## config.mk

```make
export PLATFORM = sky130hd
export DESIGN_NAME = decoder_38_stream
export DESIGN_NICKNAME = d
export VERILOG_FILES = /design/src/rtl/decoder_38_stream.sv
export SDC_FILE = /design/constraint.sdc
export NUM_CORES = 1
export LEC_CHECK = 0
export BUFFER_PORTS_ARGS = -buffer_cell sky130_fd_sc_hd__clkbuf_2
export CORE_MARGIN = 8
export CORE_UTILIZATION = 52
export DETAILED_ROUTE_END_ITERATION = 10
export PLACE_DENSITY_LB_ADDON = 0.05
export SLEW_MARGIN = 20
export SYNTH_ARGS = -nofsm -noshare
export SYNTH_HDL_FRONTEND = slang
export SYNTH_SLANG_ARGS = --single-unit
```

## constraint.sdc

```tcl
create_clock -name clk -period 2.7 [get_ports clk]
set_input_delay 0.27 -clock clk [delete_from_list [all_inputs] [get_ports clk]]
set_output_delay 0.27 -clock clk [all_outputs]
set_load 0.01 [all_outputs]
```

## src/rtl/decoder_38_stream.sv

```systemverilog
// Streaming 3-to-8 one-hot decoder behind a small valid/ready FIFO (code 000 -> y[7]).
// Optional parity checking is enabled with `define DECODER_38_PARITY_CHK_EN.
module decoder_38_stream #(
  parameter int DEPTH       = 4,
  parameter bit ACTIVE_HIGH = 1'b1
) (
  input  logic                     clk,
  input  logic                     rst_n,
  input  logic                     in_valid,
  output logic                     in_ready,
  input  logic [2:0]               in_code,
  input  logic                     in_par,
  output logic                     out_valid,
  input  logic                     out_ready,
  output logic [7:0]               y,
  output logic                     out_err,
  output logic [$clog2(DEPTH):0]   level
);

  localparam int AW = $clog2(DEPTH);
  localparam int LW = AW + 1;
  localparam logic [7:0] Y_IDLE = ACTIVE_HIGH ? 8'h00 : 8'hFF;

`ifdef DECODER_38_PARITY_CHK_EN
  localparam int EW = 4;
`else
  localparam int EW = 3;
`endif

  logic [EW-1:0] mem [DEPTH];
  logic [AW-1:0] wr_ptr, rd_ptr;
  logic [LW-1:0] level_q;
  logic          full, empty, push, pop;
  logic [EW-1:0] entry_in, head;
  logic [2:0]    head_code;
  logic          head_err;
  logic [7:0]    y_hot;

  assign full     = (level_q == LW'(DEPTH));
  assign empty    = (level_q == '0);
  assign push     = in_valid && !full;
  assign pop      = !empty && out_ready;
  assign in_ready = !full;
  assign out_valid = !empty;
  assign level    = level_q;

`ifdef DECODER_38_PARITY_CHK_EN
  // Odd total parity over code and parity bit marks the entry as bad.
  assign entry_in = {in_code, ^{in_code, in_par}};
`else
  logic unused_par;
  assign unused_par = in_par;
  assign entry_in   = in_code;
`endif

  always_ff @(posedge clk or negedge rst_n) begin
    if (!rst_n) begin
      wr_ptr  <= '0;
      rd_ptr  <= '0;
      level_q <= '0;
      for (int i = 0; i < DEPTH; i++) mem[i] <= '0;
    end else begin
      if (push) begin
        mem[wr_ptr] <= entry_in;
        wr_ptr      <= wr_ptr + 1'b1;
      end
      if (pop) rd_ptr <= rd_ptr + 1'b1;
      case ({push, pop})
        2'b10:   level_q <= level_q + 1'b1;
        2'b01:   level_q <= level_q - 1'b1;
        default: level_q <= level_q;
      endcase
    end
  end

  // Head slot cannot be overwritten while occupied: pushes are blocked when full.
  assign head      = mem[rd_ptr];
  assign head_code = head[EW-1 -: 3];
`ifdef DECODER_38_PARITY_CHK_EN
  assign head_err  = head[0];
`else
  assign head_err  = 1'b0;
`endif

  assign y_hot = 8'h80 >> head_code;

  always_comb begin
    y       = Y_IDLE;
    out_err = 1'b0;
    if (!empty) begin
      out_err = head_err;
      if (!head_err) y = ACTIVE_HIGH ? y_hot : ~y_hot;
    end
  end

endmodule

```

==> flow_summary.json <==
{
  "cts-root-buf": "clkbuf_4",
  "drv_slew": 0,
  "synth_fa_ha_area_share_pct": 8.33,
  "busiest_layer": "met2",
  "ys_seq_area_share_pct": 48.0,
  "clock_latency_ns": 0.30,
  "synthMuxAreaShare_pct": 22.7,
  "synth.area.top_cells": "dfrtp_1, mux2_2, mux4_2",
  "wl_per_cell_um": 13.9,
  "fin_nets": 115,
  "yosys.cell_types.count": 22,
  "ant_nets": 0,
  "post_cts_resized": 0,
  "worst-setup-path-type": "reg2reg",
  "drive_above_1_share_pct": 40.0,
  "grt_pass1_wl_mm": 3.02,
  "grt_use_met3_pct": 3.85,
  "required_ns": 2.89,
  "firstDrtPassIters": 4,
  "synth-seq-cells": 19,
  "cp_max_fo": 6,
  "synth_largest_area_cell": "dfrtp_1",
  "p_per_area_nw_per_um2": 1320,
  "initial_core_util_pct": 56.2,
  "max_freq_mhz": 462,
  "slowest_delay_ns": 0.50,
  "cts_buffers": 3,
  "cts_tree": "done",
  "stdcell_area_um2": 1130,
  "p_leak_nw": 0.535,
  "critPathArrivalTime_ns": 2.36,
  "layout_common_cells": "clkbuf_2, dfrtp_1, mux2_2",
  "synthesis.nets": 93,
  "cts_hold_repair.buffers": 1,
  "drt_wl_total_mm": 1.74,
  "place.gp.congestion": 0.756,
  "seq_area_um2": 475,
  "finalSetupViolations": 0,
  "vias": 634,
  "multi_input_area_um2": 482,
  "cts_htree_levels": 1,
  "rsz0062_at_grt": "false",
  "worstPathCellList": "or3b_1 -> nand2_1 -> ha_1 -> fa_1 -> mux2_2",
  "synth_xor_area_share_pct": 5.30,
  "fp.coreArea_um2": 1760,
  "worstPathBufferInverterCount": 0,
  "drt_iter0_drc": 6,
  "fin_crit_sh_pct": 80.2,
  "grt_usage_pct": 11.2,
  "drc_errors": 0,
  "fin_worst_skew_ns": 0.00267,
  "synth_simple_gate_area_share_pct": 11.9,
  "routed_via_density": 5.07,
  "synth_top_family_by_area": "multiplexers",
  "status": "finished clean",
  "fillCellCount": 169,
  "worstSetupEndpointType": "flop",
  "dpl_cell_area_um2": 1090,
  "vdd_drop_max_uv": 647,
  "dpl.hpwl_mm": 1.41,
  "hold_viol_final": 0,
  "crit_path_start_kind": "flop",
  "max-cap-violations": 0,
  "period_minus_slack_ns": 2.16,
  "syn2layout_area_growth_pct": 14.3,
  "critical_path.top_delay_family": "simple AND/OR/NAND/NOR gates",
  "postSynthAreaPerCell_um2": 12.5,
  "grt_max_degree": 20,
  "rows": 15,
  "met2_usage_pct": 18.3,
  "antenna_cells": 0,
  "synth_top_area_share_pct": 48.0,
  "clk_path_buf_depth": 2,
  "numPortBuffers": 19,
  "synth_compound_area_share_pct": 0,
  "dieArea_um2": 3560,
  "die_w_um": 59.7,
  "finalSetupTns_ns": 0,
  "hp-class": "in2reg",
  "clock_sinks": 19,
  "postCtsSetupBuffers": 0,
  "grt_pass1_vias": 690,
  "io_pins": 22,
  "netlist_instances": 79,
  "antenna_found_initial": 0,
  "grt_util_met1_pct": 12.9,
  "yosysWarnings": 0,
  "clk_pin_slew_ns": 0.11,
  "die_h_um": 59.7,
  "gr-total-overflow": 0,
  "worst_path_max_delay_cell": "or3b_1",
  "syn-cell-area_um2": 991
}
==> power breakdown <==
group | internal, mW | switching (mW)
sequential | 0.435 | 0.124
combinational | 0.419 | 0.371
clock | 0.0552 | 0.0897
total | 0.909 | 0.584
==> sequential cells by signal, summed over array words and instances, names as in the netlist <==
signal / count
mem: 12
rd_ptr: 2
wr_ptr: 2
level: 3
==> layout make-up <==
class	count	area share, %
inverters	3	0.994
flip-flops and latches	19	42.0
multi-input cells	54	42.5
clock inverters	1	0.442
well taps	25	2.76
repair buffers	20	9.28
clock buffers	3	1.99
==> cells by family (layout without fill, tap and decap cells) <==
| kind of cell | count (synthesis) | count (layout) |
|---|---|---|
| AND/OR/NAND/NOR | 24 | 24 |
| flip-flops | 19 | 19 |
| multiplexers | 17 | 17 |
| adder cells (fa/ha/maj) | 6 | 6 |
| XOR/XNOR | 6 | 6 |
| buffers and inverters | 6 | 27 |
| other | 1 | 1 |
==> Yosys cell counts <==
master    number
fa_1           1
xor2_1         2
or2_4          1
dfrtp_1       19
nor2_1         9
buf_6          1
mux2_1         1
xnor2_1        4
nor3_1         1
clkbuf_1       1
nand2b_1       2
conb_1         1
and2_1         1
nand3_1        5
inv_1          3
buf_4          1
or2_1          1
mux2_2        13
ha_1           5
nand2_1        3
mux4_2         3
or3b_1         1
==> per-stage QoR <==
stage / util [%] / power [mW] / hold slack [ns] / instances / worst slack, ns
2_1_floorplan: - / 1.15 / -0.0256 / 79 / 0.562
3_3_place_gp: 62.1 / 1.34 / 0.241 / 120 / 0.579
3_5_place_dp: 62.1 / 1.37 / 0.254 / 120 / 0.546
4_1_cts: 64.2 / 1.52 / 0.230 / 125 / 0.525
5_1_grt: 64.2 / 1.63 / 0.233 / 125 / 0.352
6_report: 64.2 / 1.49 / 0.239 / 125 / 0.536
==> routing by layer <==
metal | wire, um | part of all wire (%) | vias up
met3 | 82 | 4.7 | 2
li1 | - | - | 304
met1 | 765 | 44 | 315
met4 | 10 | 0.58 | 0
met2 | 876 | 50 | 13
met5 | 0 | 0 | -
==> worst min-delay path: cells and delay by family <==
kind / cells / cell delay, ns
buffers and inverters: 1 / 0.09
XOR/XNOR: 1 / 0.06
AND/OR/NAND/NOR: 1 / 0.09
==> worst paths after layout <==
check	from	to	slack (ns)	cells past startpoint
worst max-delay path	level[0]	level[1]	0.54	5
worst min-delay path	out_ready	rd_ptr[1]	0.24	3
worst max register to register	level[0]	level[1]	0.54	5
worst min register to register	mem[9]	mem[9]	0.52	1
max in group asynchronous	rst_n	wr_ptr[1]	1.93	2
min in group asynchronous	rst_n	rd_ptr[1]	0.45	2
(Power assumes the default switching activity.)
